**src/rtl/addsub_sequencer_if.sv**
```systemverilog
// Operand/opcode request and result bus of the add/sub/mul sequencer.
// The master drives requests; the slave (the sequencer) returns results.
interface addsub_sequencer_if;
    logic        start;
    logic [1:0]  opcode;
    logic [15:0] inputA;
    logic [15:0] inputB;
    logic        busy;
    logic        done;
    logic [31:0] result;
    logic        carry;
    logic        overflow;
    logic        err;

    modport master (
        output start, opcode, inputA, inputB,
        input  busy, done, result, carry, overflow, err
    );

    modport slave (
        input  start, opcode, inputA, inputB,
        output busy, done, result, carry, overflow, err
    );
endinterface

```
**src/rtl/addsub_sequencer.sv**
```systemverilog
// Multi-cycle ADD/SUB/MUL sequencer sharing one 16-bit ripple add/sub datapath.
// Define ADDSUB_SEQ_MUL_EN to build the 16-iteration unsigned multiply; otherwise MUL is reserved.
module addsub_sequencer (
    input logic               clk,
    input logic               rst_n,
    addsub_sequencer_if.slave bus
);

`ifdef ADDSUB_SEQ_MUL_EN
    typedef enum logic [1:0] {StIdle, StExec, StDone, StMul} state_e;
`else
    typedef enum logic [1:0] {StIdle, StExec, StDone} state_e;
`endif

    state_e      state_q;
    logic [15:0] a_q;
    logic [15:0] b_q;
    logic        mode_q;
    logic [31:0] acc_q;
    logic        c_stage_q;
    logic        v_stage_q;
    logic        err_stage_q;
    logic        busy_q;
    logic        done_q;
    logic [31:0] result_q;
    logic        carry_q;
    logic        overflow_q;
    logic        err_q;
`ifdef ADDSUB_SEQ_MUL_EN
    logic [3:0]  cnt_q;
`endif

    logic [15:0] add_a;
    logic [15:0] add_b;
    logic        add_mode;
    logic [15:0] b_eff;
    logic [15:0] sum;
    logic        c15;
    logic        c16;

    // Shared adder; carry out of bit 14 is kept separately for signed overflow.
    always_comb begin
        add_a    = a_q;
        add_b    = b_q;
        add_mode = mode_q;
`ifdef ADDSUB_SEQ_MUL_EN
        if (state_q == StMul) begin
            add_a    = acc_q[31:16];
            add_b    = a_q;
            add_mode = 1'b0;
        end
`endif
        b_eff = add_b ^ {16{add_mode}};
        {c15, sum[14:0]} = {1'b0, add_a[14:0]} + {1'b0, b_eff[14:0]} + {15'd0, add_mode};
        {c16, sum[15]}   = {1'b0, add_a[15]} + {1'b0, b_eff[15]} + {1'b0, c15};
    end

    always_ff @(posedge clk or negedge rst_n) begin
        if (!rst_n) begin
            state_q     <= StIdle;
            a_q         <= '0;
            b_q         <= '0;
            mode_q      <= 1'b0;
            acc_q       <= '0;
            c_stage_q   <= 1'b0;
            v_stage_q   <= 1'b0;
            err_stage_q <= 1'b0;
            busy_q      <= 1'b0;
            done_q      <= 1'b0;
            result_q    <= '0;
            carry_q     <= 1'b0;
            overflow_q  <= 1'b0;
            err_q       <= 1'b0;
`ifdef ADDSUB_SEQ_MUL_EN
            cnt_q       <= '0;
`endif
        end else begin
            done_q <= 1'b0;
            case (state_q)
                StIdle: begin
                    if (bus.start) begin
                        a_q         <= bus.inputA;
                        b_q         <= bus.inputB;
                        mode_q      <= bus.opcode[0];
                        busy_q      <= 1'b1;
                        acc_q       <= '0;
                        c_stage_q   <= 1'b0;
                        v_stage_q   <= 1'b0;
                        err_stage_q <= 1'b0;
                        case (bus.opcode)
                            2'b00, 2'b01: state_q <= StExec;
`ifdef ADDSUB_SEQ_MUL_EN
                            2'b10: begin
                                state_q <= StMul;
                                cnt_q   <= '0;
                            end
`endif
                            default: begin
                                err_stage_q <= 1'b1;
                                state_q     <= StDone;
                            end
                        endcase
                    end
                end
                StExec: begin
                    acc_q     <= {16'h0000, sum};
                    c_stage_q <= c16;
                    v_stage_q <= c16 ^ c15;
                    state_q   <= StDone;
                end
`ifdef ADDSUB_SEQ_MUL_EN
                StMul: begin
                    // Shift-and-add: partial sum enters at the top, one product bit retires per cycle.
                    if (b_q[cnt_q]) begin
                        acc_q <= {c16, sum, acc_q[15:1]};
                    end else begin
                        acc_q <= {1'b0, acc_q[31:1]};
                    end
                    cnt_q <= cnt_q + 4'd1;
                    if (cnt_q == 4'd15) begin
                        state_q <= StDone;
                    end
                end
`endif
                StDone: begin
                    result_q   <= acc_q;
                    carry_q    <= c_stage_q;
                    overflow_q <= v_stage_q;
                    err_q      <= err_stage_q;
                    busy_q     <= 1'b0;
                    done_q     <= 1'b1;
                    state_q    <= StIdle;
                end
                default: state_q <= StIdle;
            endcase
        end
    end

    assign bus.busy     = busy_q;
    assign bus.done     = done_q;
    assign bus.result   = result_q;
    assign bus.carry    = carry_q;
    assign bus.overflow = overflow_q;
    assign bus.err      = err_q;

endmodule

```
**src/flat_wrapper.sv**
```systemverilog
// flat-port wrapper written by rule: the top's interface ports become plain ports
module addsub_sequencer_flat 
  (clk, rst_n, bus_start, bus_opcode, bus_inputA, bus_inputB, bus_busy, bus_done, bus_result, bus_carry, bus_overflow, bus_err);
  addsub_sequencer_if bus_i ();
  input logic clk;
  input logic rst_n;
  input wire logic [$bits(bus_i.start)-1:0] bus_start;
  input wire logic [$bits(bus_i.opcode)-1:0] bus_opcode;
  input wire logic [$bits(bus_i.inputA)-1:0] bus_inputA;
  input wire logic [$bits(bus_i.inputB)-1:0] bus_inputB;
  output wire logic [$bits(bus_i.busy)-1:0] bus_busy;
  output wire logic [$bits(bus_i.done)-1:0] bus_done;
  output wire logic [$bits(bus_i.result)-1:0] bus_result;
  output wire logic [$bits(bus_i.carry)-1:0] bus_carry;
  output wire logic [$bits(bus_i.overflow)-1:0] bus_overflow;
  output wire logic [$bits(bus_i.err)-1:0] bus_err;
  assign bus_i.start = bus_start;
  assign bus_i.opcode = bus_opcode;
  assign bus_i.inputA = bus_inputA;
  assign bus_i.inputB = bus_inputB;
  assign bus_busy = bus_i.busy;
  assign bus_done = bus_i.done;
  assign bus_result = bus_i.result;
  assign bus_carry = bus_i.carry;
  assign bus_overflow = bus_i.overflow;
  assign bus_err = bus_i.err;
  addsub_sequencer u_core (.clk(clk), .rst_n(rst_n), .bus(bus_i));
endmodule
```
**config.mk**
```make
export PLATFORM = sky130hd
export DESIGN_NAME = addsub_sequencer_flat
export DESIGN_NICKNAME = d
export VERILOG_FILES = /design/src/rtl/addsub_sequencer_if.sv /design/src/rtl/addsub_sequencer.sv /design/src/flat_wrapper.sv
export SDC_FILE = /design/constraint.sdc
export NUM_CORES = 1
export LEC_CHECK = 0
export CAP_MARGIN = 20
export CORE_UTILIZATION = 40
export DETAILED_ROUTE_END_ITERATION = 10
export PLACE_DENSITY = 0.71
export REMOVE_ABC_BUFFERS = 1
export SLEW_MARGIN = 10
export SYNTH_ARGS = -nofsm -noshare
export SYNTH_HDL_FRONTEND = slang
export SYNTH_SLANG_ARGS = --single-unit
```
**constraint.sdc**
```tcl
create_clock -name clk -period 2.81 [get_ports clk]
set_input_delay 0.843 -clock clk [delete_from_list [all_inputs] [get_ports clk]]
set_output_delay 0.843 -clock clk [all_outputs]
set_load 0.03 [all_outputs]
```
==> results.txt, run 1 <==
The flow ran to the end, and the final reports show no timing, DRC or antenna violations. The unique cell type count in the Yosys netlist is 33. In the routed layout, each cell is associated on average with a via count of 4.955. The area share of fa/ha/maj cells after synthesis came out at 0.05743. The total routed wirelength came out at 6544 um.

Once placement finished, the instance area stood at 0.004412 mm^2. The placement row count is 34. Among all cell types in the netlist, the one instantiated most often is dfrtp_1. At the end of the flow, the number of nets in the layout was 429. TritonCTS built the clock tree.

In this run the worst path has a maximum fanout of 14. From bottom edge to top edge, the die measures 98.79 um. At the pin with the least slew margin, the transition time is a little over 0.9 ns.

The count of H-tree levels built during CTS came out at 3. The violation count after the first detailed-route iteration is approximately 80. The worst setup slack before clock tree synthesis is -0.08058 ns. The biggest area contributor in the post-synthesis netlist is dfrtp_1. The final count of negative-setup-slack endpoints came out at 0. For this run, design rule violations remaining after detail routing come to 0. The number of port buffers came out at 57.

The clock latency on the worst-skew pair is between 0.3 and 0.4 ns. For this configuration, the core starts out at a cell density of 0.4215. The worst setup path is captured at a flop. The die boundary width came out at 98.79 um. The most frequently used flop master after synthesis is dfrtp_1. The via count of the first global-routing pass came to between 2k and 2.5k.

Compared with the post-synthesis result, the final layout area differs by 23.67%. The peak supply drop is 0.0003876 V. For this run, the top clock speed supported by timing is 374.7 MHz. Entering global routing, the biggest net connects 76 pins. The worst clock skew is 0.01125 ns. Detailed routing inserted a total of roughly 2.4k vias. The proportion of netlist area held by the largest area contributor is 0.5008. The fill cell instance count of the final layout came out at 782.

The number of CTS-inserted buffers is 9. The congestion estimate from routability-driven global placement came to just over 0.8. Post-CTS timing repair inserted 0 buffers for setup. The final instance area is around 0.0046 mm^2. The synthesized flop and latch total is 75. Setup total negative slack on the finished layout was measured at 0 ns. Of the post-synthesis cell area, the part taken by muxes is 0.1629.

The normalized max-slew margin is 0.3905. The repair_antennas step left the layout with diodes totalling 0. The initial antenna violation count is 0. The fraction of the cycle the final worst path needs is 0.9496. The share of async-settable or async-resettable flops after synthesis is 1.000. The area fraction in and, or, nand and nor cells after synthesis is 0.06077. The clock-pin transition on the worst setup and hold timing paths is 0.08 ns. The number of sinks handled by clock tree synthesis is 75. The critical path startpoint category is a flop. The leakage dissipation is 2.044 nW. The time the worst path needs with I/O delays and setup came out at 2.668 ns. The instance count of the mapped netlist came out at 314.

The final worst slack is 0.1415 ns. The routed length per instance came out at between 10 and 15 um. The area of the core region came out at 0.008891 mm^2. Summed over all layers, the global routing overflow is 0. The number of slew-limit violations in the final report is 0. The number of routed nets with antenna violations came out at 0. The worst hold-check slack came out at 0.5023 ns. The ratio of cells with drive above 1 in the final layout is 0.2283. In this run, synthesis inferred 0 flip-flops with an integrated enable. The maximum buffer depth of the clock tree is 2. The count of boundary I/O pins is 74. Yosys attributes the largest share of cell area to dfrtp_1, mux2_2, ha_1, xor2_1, buf_4. The first-pass GRT wire length is 11,030 um. By startpoint and endpoint, the worst setup path is classified as reg -> reg. The area fraction in compound gates after synthesis came to 0.09149. At the worst endpoint, the required time is 3.03 ns.

The sequential element share of the synthesized area is 0.5008. The path class of the tightest hold or removal check is reg -> reg. The final number of hold-violating endpoints was 0. The post-detailed-placement half-perimeter wirelength came out at around 4700 um. For this design the ratio of total power to cell area is 1011 mW/mm^2. The core utilization of the finished layout is 0.5213. The per-instance average area after synthesis came out at between 10 and 15 um^2.

The cell area after synthesis is roughly 0.0037 mm^2. The post-synthesis xor/xnor area fraction is 0.07012. The first-pass detailed-route iteration total came out at 4. For this run, the total global-route usage over all layers was measured as 0.1441. Setup repair after global routing could not meet its margin everywhere.

The number of warning messages in the yosys log is 0. The reported max-cap violation count is 0. The arrival time at the worst endpoint came out at 2.89 ns.

The die covers 0.009759 mm^2. By count the netlist is led by dfrtp_1, mux2_2, nand2_1, xor2_1, buf_4. By area, the combinational part of the netlist is dominated by multiplexers. In this run the clock root is driven by a clkbuf_8.
critical path, stage by stage (launching register included):
cell     delay [ns]
dfrtp_4        0.58
xor2_1         0.19
ha_1           0.37
nand2_1        0.15
o22ai_1        0.30
nor3_4         0.08
o31ai_4        0.29
fa_1           0.45
nand2_1        0.06
o21ai_0        0.07
where the power goes:
group | switching, mW | total (mW) | leakage [nW] | internal (mW)
sequential | 0.210 | 1.62 | 0.941 | 1.41
clock | 0.419 | 0.861 | 0.0995 | 0.442
combinational | 1.16 | 2.21 | 1.00 | 1.05
total | 1.79 | 4.68 | 2.04 | 2.90
repair_timing:
item | CTS | global route
pin swaps | 0 | 1
hold buffers | 0 | 0
endpoints found under the hold margin | 0 | 0
setup endpoints to repair | 2 | 2
gates resized for setup | 1 | 3
cell families (layout without fill, tap and decap cells):
logic type / count (synthesis) / in the layout
other: 1 / 16
xor gates and xnor gates: 30 / 30
AOI/OAI and AO/OA: 53 / 53
adders and majority gates: 16 / 16
muxes: 54 / 54
and+or+nand+nor: 48 / 48
DFF: 75 / 75
buffers and inverters: 37 / 89
routing by layer:
metal | GRT usage | vias to the layer above | part of all wire
li1 | - | 1204 | -
met1 | 0.2016 | 1152 | 0.50
met2 | 0.2136 | 61 | 0.45
met3 | 0.04113 | 6 | 0.043
met4 | 0.05166 | 0 | 0.010
met5 | 0 | - | 0
cells in the final DEF (no fill, tap or decap), types with 5 or more instances in the layout:
cell type,n
dfrtp_1,74
clkdlybuf4s50_1,56
mux2_2,53
nand2_1,28
xor2_1,20
conb_1,16
o22ai_1,15
ha_1,14
a21oi_1,10
xnor2_1,10
clkbuf_8,10
buf_4,9
inv_1,7
o21ai_1,7
nor2_1,6
nand4_1,5
a21o_1,5
o21ai_0,5
sequential cells by signal, summed over array words and instances, names as in the netlist:
signal	flops
u_core.a_q	16
u_core.acc_q	16
u_core.add_b	16
u_core.add_mode	1
u_core.bus.busy	1
u_core.bus.carry	1
u_core.bus.done	1
u_core.bus.err	1
u_core.bus.overflow	1
u_core.bus.result	16
u_core.c_stage_q	1
u_core.err_stage_q	1
u_core.state_q	2
u_core.v_stage_q	1
metrics by stage:
step / cells / power (mW)
3_3_place_gp: 473 / 3.781
3_5_place_dp: 473 / 3.834
6_report: 489 / 4.685
4_1_cts: 489 / 4.710
5_1_grt: 489 / 5.012
2_1_floorplan: 299 / 3.149
cell type report:
| class | instances | area [um^2] | area share |
|---|---|---|---|
| flip-flops and latches | 75 | 1881 | 0.4058 |
| multi-input cells | 217 | 1735 | 0.3745 |
| repair buffers | 66 | 648.1 | 0.1398 |
| clock buffers | 10 | 137.6 | 0.02970 |
| well taps | 108 | 135.1 | 0.02916 |
| clock inverters | 6 | 71.32 | 0.01539 |
| inverters | 7 | 26.28 | 0.005670 |
final timing paths:
kind                                              from                               end  slack, ns  depth (start not counted)
max in group asynchronous                        rst_n       u_core.add_mode$_DFFE_PN0P_       1.49                          1
setup / recovery           u_core.add_mode$_DFFE_PN0P_      u_core.acc_q[15]$_DFFE_PN0P_       0.14                          9
hold / removal             u_core.acc_q[5]$_DFFE_PN0P_  u_core.bus.result[5]$_DFFE_PN0P_       0.50                          1
hold reg to reg            u_core.acc_q[5]$_DFFE_PN0P_  u_core.bus.result[5]$_DFFE_PN0P_       0.50                          1
setup reg to reg           u_core.add_mode$_DFFE_PN0P_      u_core.acc_q[15]$_DFFE_PN0P_       0.14                          9
min in group asynchronous                        rst_n  u_core.bus.result[0]$_DFFE_PN0P_       0.62                          1
(Power assumes the default switching activity.)
==> run 2: changes to the inputs <==
- CORE_ASPECT_RATIO: default -> 0.75
- DONT_BUFFER_PORTS: default -> 1
- PLACE_DENSITY: 0.71 -> 0.6
==> run 2 against run 1 <==
Register-to-register slack about the same; flip-flop and latch count unchanged; maximum frequency up 0.38%; count of clock-buffer cells in the layout up 1; critical path depth up 1; power down 0.21%; via count down 8.2%; first-iteration DRC count up 31%; non-clock buffer count down 56; die area about the same; global-route usage up 1.1 points.
==> results.txt, run 2 (synthesized netlist as in run 1, its figures left out) <==
Run status: complete, no violations (unchanged). The first-pass detailed-route iteration total is 4 (unchanged). The number of port buffers was 0 (was 57).

The setup TNS came out at 0 ns (unchanged). The critical-path maximum fanout is 12 (was 14). The die boundary width is 113.8 um (was 98.79 um). The normalized max-slew margin is 0.4387 (was 0.3905).

The count of boundary I/O pins is 74 (unchanged). The number of vias per cell after detailed routing is 4.912 (was 4.955). The maximum number of pins on one net before global-route repair was 76 (unchanged). The violation count after the first detailed-route iteration came to 102 (was 78).

The signed area change from the synthesized netlist to the final layout came out at 11.52% (was 23.67%). The source of the worst register-to-register timing path is u_core.add_mode$_DFFE_PN0P_ (unchanged). The number of sinks handled by clock tree synthesis was 75 (unchanged). The count of buffer and inverter cells on the critical path came out at 1 (was 0). The family with the most delay on the worst path is adder cells (unchanged). The DRC violation count after routing was 0 (unchanged). The routed length per instance is 15.12 um (was 13.38 um). Commonest cells after routing, fill and taps aside: dfrtp_1, mux2_2, nand2_1 (was dfrtp_1, clkdlybuf4s50_1, mux2_2). The number of routed nets with antenna violations is 0 (unchanged). The clock latency on the worst-skew pair is 0.33 ns (was 0.35 ns). The overall die area came out at 0.009763 mm^2 (was 0.009759 mm^2). The path depth of the worst reg2reg path is 10 (was 9). The total grt overflow came to 0 (unchanged). CP cell instances: buf_8 > xor2_1 > ha_1 > a21oi_1 > o22ai_1 > nor3_4 > o31ai_4 > fa_1 > xnor2_1 > o21ai_1 (was xor2_1 > ha_1 > nand2_1 > o22ai_1 > nor3_4 > o31ai_4 > fa_1 > nand2_1 > o21ai_0). The ratio of cells with drive above 1 in the final layout came out at 0.2646 (was 0.2283). The number of inserted diodes came to 0 (unchanged). The worst-margin pin slew is 0.8399 ns (was 0.9143 ns). The critical path's slowest cell was fa_1 (was dfrtp_4).

The number of CTS-inserted buffers came out at 9 (unchanged). The maximum clock frequency came out at 376.2 MHz (was 374.7 MHz). The first-pass GRT wire length came out at 11,400 um (was 11,030 um). The time the worst path needs with I/O delays and setup is 2.658 ns (was 2.668 ns). The number of nets at the end of the flow came out at 373 (was 429). Setup repair after global routing missed its margin: no (was yes). The overall power consumption came out at 4.675 mW (was 4.685 mW). The kind of path behind the tightest hold check was in -> async (was reg -> reg). The critical path start-end classification is reg -> reg (unchanged).

The count of H-tree levels built during CTS came out at 3 (unchanged). The via count of the first global-routing pass is 2,221 (was 2,267). The maximum single-stage delay on the critical path came to 0.48 ns (was 0.58 ns). The final estimated routing congestion in global placement came out at 0.9050 (was 0.8289).

The worst clock skew came out at 0.003174 ns (was 0.01125 ns). The endpoint type of the worst setup path is a flop (unchanged). The data required time of the critical path came out at 3.02 ns (was 3.03 ns). The placement row count came out at 30 (was 34). The number of slew-limit violations in the final report is 0 (unchanged). The most common cell after layout, fill and taps aside was dfrtp_1 (unchanged). The fraction of the cycle the final worst path needs is 0.9460 (was 0.9496).

The setup slack of the most critical reg-to-reg path is 0.15 ns (was 0.14 ns). The reported max-cap violation count is 0 (unchanged). The critical path startpoint category is a flop (unchanged).

The root cell of the clock tree is clkbuf_16 (was clkbuf_8). The power per cell area came out at 1119 mW/mm^2 (was 1011 mW/mm^2). The leakage dissipation is 1.881 nW (was 2.044 nW). The final number of hold-violating endpoints is 0 (unchanged). The starting density of the core is 0.4125 (was 0.4215).

The clock-pin transition on the worst setup and hold timing paths is 0.06 ns (was 0.08 ns). The total via count in the routed design came to 2,225 (was 2,423). The chip height was 85.82 um (was 98.79 um). The arrival time at the worst endpoint is 2.87 ns (was 2.89 ns). The area of the core region is 0.009084 mm^2 (was 0.008891 mm^2). The final count of negative-setup-slack endpoints came out at 0 (unchanged).

The reg-to-reg critical path endpoint is u_core.v_stage_q$_DFFE_PN0P_ (was u_core.acc_q[15]$_DFFE_PN0P_). The peak supply drop came out at 0.0004717 V (was 0.0003876 V). The total routed wirelength is 6850 um (was 6544 um). The maximum buffer depth of the clock tree was 2 (unchanged). The overall fraction of global-route tracks in use was 0.1552 (was 0.1441). The TritonCTS clock tree was built (unchanged). The post-detailed-placement half-perimeter wirelength was 4991 um (was 4662 um). The initial antenna violation count is 0 (unchanged).
-- run 2: cell count changes in the layout (fill, tap and decap cells not counted) --
| cell | before | now |
|---|---|---|
| clkbuf_8 | 10 | 2 |
| buf_8 | 0 | 1 |
| clkinv_4 | 1 | 0 |
| clkbuf_16 | 0 | 9 |
| buf_4 | 9 | 8 |
| clkinvlp_4 | 2 | 0 |
| o21ai_1 | 7 | 8 |
| clkdlybuf4s50_1 | 56 | 0 |
| clkinv_2 | 0 | 3 |
| dfrtp_4 | 1 | 0 |
| dfrtp_1 | 74 | 75 |
| o21ai_0 | 5 | 4 |
| bufinv_16 | 1 | 0 |
-- run 2: layout make-up --
class	count	area [um^2]
Clock buffer	11	252.7
Fill cell	847	4905
Multi-Input combinational cell	217	1735
Tap cell	128	160.2
Clock inverter	5	32.53
Timing Repair Buffer	10	95.09
Inverter	7	26.28
Sequential cell	75	1877
-- run 2: metal layers --
layer / part of all wire / vias up / track usage
met5: 0 / - / 0
met4: 0.0070 / 0 / 0.04306
met3: 0.072 / 5 / 0.06855
met2: 0.42 / 66 / 0.2167
met1: 0.50 / 1075 / 0.2166
li1: - / 1079 / -
-- run 2: what timing repair did --
action / CTS / global route
hold buffers: 0 / 0
setup buffers: 0 / 1
setup endpoints to repair: 0 / 3
gates resized for setup: 0 / 5
-- run 2: how the worst max path moves through the flow --
| stage | start | end | slack (ns) | depth (start not counted) |
|---|---|---|---|---|
| floorplan | bus_start | u_core.acc_q[13]$_DFFE_PN0P_ | -0.43 | 3 |
| global placement | u_core.add_mode$_DFFE_PN0P_ | u_core.v_stage_q$_DFFE_PN0P_ | 0.22 | 10 |
| detailed placement | u_core.add_mode$_DFFE_PN0P_ | u_core.v_stage_q$_DFFE_PN0P_ | 0.1 | 10 |
| CTS | u_core.add_mode$_DFFE_PN0P_ | u_core.v_stage_q$_DFFE_PN0P_ | 0.09 | 10 |
| global route | u_core.add_mode$_DFFE_PN0P_ | u_core.acc_q[15]$_DFFE_PN0P_ | 0.004 | 11 |
| finish | u_core.add_mode$_DFFE_PN0P_ | u_core.v_stage_q$_DFFE_PN0P_ | 0.15 | 10 |
-- run 2: stage by stage --
step / setup WS (ns) / instances / instance area [um^2] / hold slack (ns) / utilization
floorplan: -0.4265 / 299 / 3622 / 0.4517 / -
global placement: 0.2150 / 436 / 3869 / 0.4910 / 0.4259
detailed placement: 0.09981 / 436 / 3869 / 0.4993 / 0.4259
CTS: 0.08605 / 452 / 4154 / 0.1877 / 0.4573
global route: 0.003976 / 453 / 4179 / 0.1807 / 0.4601
finish: 0.1517 / 453 / 4179 / 0.1995 / 0.4601
-- run 2: report_power, final --
part / internal [mW] / switching [mW] / leakage, nW
Combinational: 0.827 / 0.883 / 0.793
Clock: 0.647 / 0.438 / 0.146
Sequential: 1.41 / 0.474 / 0.942
==> run 3: changes to the inputs <==
- CORE_ASPECT_RATIO: 0.75 -> 1.2
- CORE_UTILIZATION: 40 -> 57
- PLACE_DENSITY: 0.6 -> 0.79
- TNS_END_PERCENT: default -> 100
==> run 3 against run 2 <==
Sequential share of layout area up 1.3 points; global-route usage grew 4.3 points; power fell by 3.8%; critical path type unchanged.
==> results.txt, run 3 (synthesized netlist as in run 1, its figures left out) <==
Run status: complete, no violations (unchanged). The critical path startpoint category is a flop (unchanged). The starting density of the core came to 0.5850 (was 0.4125). The cell area after placement is 0.003815 mm^2 (was 0.003869 mm^2). The violation count after the first detailed-route iteration was 182 (was 102). The total routed wirelength is 6351 um (was 6850 um).

The worst setup slack before clock tree synthesis is 0.1183 ns (was 0.09981 ns). The time the worst path needs with I/O delays and setup is 2.677 ns (was 2.658 ns). The worst-margin pin slew is 0.8413 ns (was 0.8399 ns).

The number of vias per cell after detailed routing is 5.533 (was 4.912). The number of CTS-inserted buffers came to 9 (unchanged). The post-detailed-placement half-perimeter wirelength came out at 4449 um (was 4991 um). The number of sinks handled by clock tree synthesis came out at 75 (unchanged). The power per cell area was 1107 mW/mm^2 (was 1119 mW/mm^2). The clock-pin transition on the worst setup and hold timing paths is 0.08 ns (was 0.06 ns). The overall die area came out at 0.006904 mm^2 (was 0.009763 mm^2). The final instance area came out at 0.004063 mm^2 (was 0.004179 mm^2). The total grt overflow came out at 0 (unchanged). The area of the core region came to 0.006406 mm^2 (was 0.009084 mm^2). The fraction of the cycle the final worst path needs came out at 0.9526 (was 0.9460).

The storage element area is 0.001877 mm^2 (unchanged). The critical-path maximum fanout is 11 (was 12). The first-pass GRT wire length came out at 10,650 um (was 11,400 um). The number of nets at the end of the flow was 372 (was 373). The DRC violation count after routing is 0 (unchanged). The most common cell after layout, fill and taps aside is dfrtp_1 (unchanged). The total via count in the routed design is 2,263 (was 2,225). The kind of path behind the tightest hold check is in -> async (unchanged). The chip height is 90.82 um (was 85.82 um). The overall fraction of global-route tracks in use is 0.1980 (was 0.1552). The number of inserted diodes came out at 0 (unchanged). The leakage dissipation was 1.844 nW (was 1.881 nW). The arrival time at the worst endpoint was 2.91 ns (was 2.87 ns). The peak supply drop is 0.0006836 V (was 0.0004717 V).

The final number of hold-violating endpoints came out at 0 (unchanged). The critical path's slowest cell is fa_1 (unchanged). The die boundary width came out at 76.02 um (was 113.8 um).

The worst clock skew is 0.008333 ns (was 0.003174 ns). The root cell of the clock tree was clkbuf_8 (was clkbuf_16). Setup repair after global routing missed its margin: no (unchanged). The maximum clock frequency was 373.6 MHz (was 376.2 MHz). The maximum number of pins on one net before global-route repair came out at 76 (unchanged). The via count of the first global-routing pass is 2,260 (was 2,221). The critical path start-end classification was reg -> reg (unchanged). The maximum buffer depth of the clock tree was 2 (unchanged). The data required time of the critical path is 3.04 ns (was 3.02 ns).

The maximum single-stage delay on the critical path came to 0.45 ns (was 0.48 ns). The count of H-tree levels built during CTS is 3 (unchanged). The number of buffers inserted by hold repair at cts is 0 (unchanged). The initial antenna violation count came out at 0 (unchanged).

CP cell instances: buf_4 > xor2_1 > ha_1 > a21oi_2 > nand3b_1 > nor3_2 > o31ai_4 > fa_1 > xnor2_1 > o21ai_1 (was buf_8 > xor2_1 > ha_1 > a21oi_1 > o22ai_1 > nor3_4 > o31ai_4 > fa_1 > xnor2_1 > o21ai_1). The start point of the critical path is u_core.add_mode$_DFFE_PN0P_ (unchanged). Commonest cells after routing, fill and taps aside: dfrtp_1, mux2_2, nand2_1 (unchanged). The final estimated routing congestion in global placement came out at 0.8680 (was 0.9050). The count of boundary I/O pins is 74 (unchanged). The TritonCTS clock tree is built (unchanged). The clock latency on the worst-skew pair came to 0.35 ns (was 0.33 ns). The overall power consumption came out at 4.495 mW (was 4.675 mW). The number of port buffers was 0 (unchanged). The routed length per instance came to 15.53 um (was 15.12 um). The endpoint type of the worst setup path is a flop (unchanged). The normalized max-slew margin came out at 0.4378 (was 0.4387).

The final worst slack is 0.1332 ns (was 0.1517 ns). The number of slew-limit violations in the final report was 0 (unchanged). The ratio of cells with drive above 1 in the final layout came out at 0.2685 (was 0.2646).

The core utilization of the finished layout came to 0.6342 (was 0.4601). The number of routed nets with antenna violations was 0 (unchanged). The final count of negative-setup-slack endpoints came out at 0 (unchanged).

The source of the worst register-to-register timing path is u_core.add_mode$_DFFE_PN0P_ (unchanged). The placement row count is 32 (was 30). The first-pass detailed-route iteration total is 4 (unchanged). The reported max-cap violation count was 0 (unchanged). The area taken by multi-input logic gates was 0.001737 mm^2 (was 0.001735 mm^2).

The fill cell instance count of the final layout came to 504 (was 847). The signed area change from the synthesized netlist to the final layout came to 8.414% (was 11.52%).
-- run 3: cell count changes in the layout (fill, tap and decap cells not counted) --
cell / change
clkbuf_16: -9
clkbuf_8: +9
clkinv_2: -3
a21oi_1: -2
a21oi_2: +2
bufinv_16: +2
clkinv_4: +2
inv_6: -2
buf_8: -1
clkinvlp_4: +1
nor3_2: +1
nor3_4: -1
o21ai_0: +1
o21ai_1: -1
-- run 3: worst paths after layout --
check,cells after the start,endpoint,slack [ns]
max,10,u_core.v_stage_q$_DFFE_PN0P_,0.13
min,0,u_core.bus.carry$_DFFE_PN0P_,0.18
max in group asynchronous,0,u_core.acc_q[8]$_DFFE_PN0P_,2.51
max reg2reg,10,u_core.v_stage_q$_DFFE_PN0P_,0.13
min reg2reg,1,u_core.err_stage_q$_DFFE_PN0P_,0.51
min in group clk,1,u_core.err_stage_q$_DFFE_PN0P_,0.51
-- run 3: stage by stage --
step                cells  setup TNS [ns]  hold WS (ns)
global placement      393               0        0.4858
global route          409               0        0.1611
detailed placement    393               0        0.4970
finish                409               0        0.1824
CTS                   409               0        0.1698
floorplan             299          -18.75        0.4517
-- run 3: area by class of cell --
cell class,count,area share
sequential,75,0.4620
multi-input combinational,217,0.4275
clock buffer,11,0.03727
tap,85,0.02618
clock inverter,5,0.02094
timing repair buffer,9,0.01971
inverter,7,0.006468
-- run 3: routing by layer --
metal,wire length [um],GRT usage,part of all wire
met5,0,0,0
met4,123,0.09936,0.019
met3,372,0.05354,0.059
met2,3083,0.3136,0.49
met1,2771,0.2507,0.44
-- run 3: what timing repair did --
action                     CTS  global route
setup endpoints to repair    0             1
gates resized for setup      0             3
setup buffers                0             0
-- run 3: critical path, delay by kind of cell (launching register included) --
kind / cells / cell delay, ns
xor gates and xnor gates: 2 / 0.35
adders and majority gates: 2 / 0.80
and+or+nand+nor: 2 / 0.42
DFF: 1 / 0.38
AOI/OAI and AO/OA: 3 / 0.41
buffers and inverters: 1 / 0.19
-- run 3: power breakdown --
group	internal (mW)	total [mW]	switching [mW]
Clock	0.552	0.961	0.410
Combinational	0.811	1.67	0.859
Sequential	1.40	1.86	0.460
Total	2.77	4.50	1.73
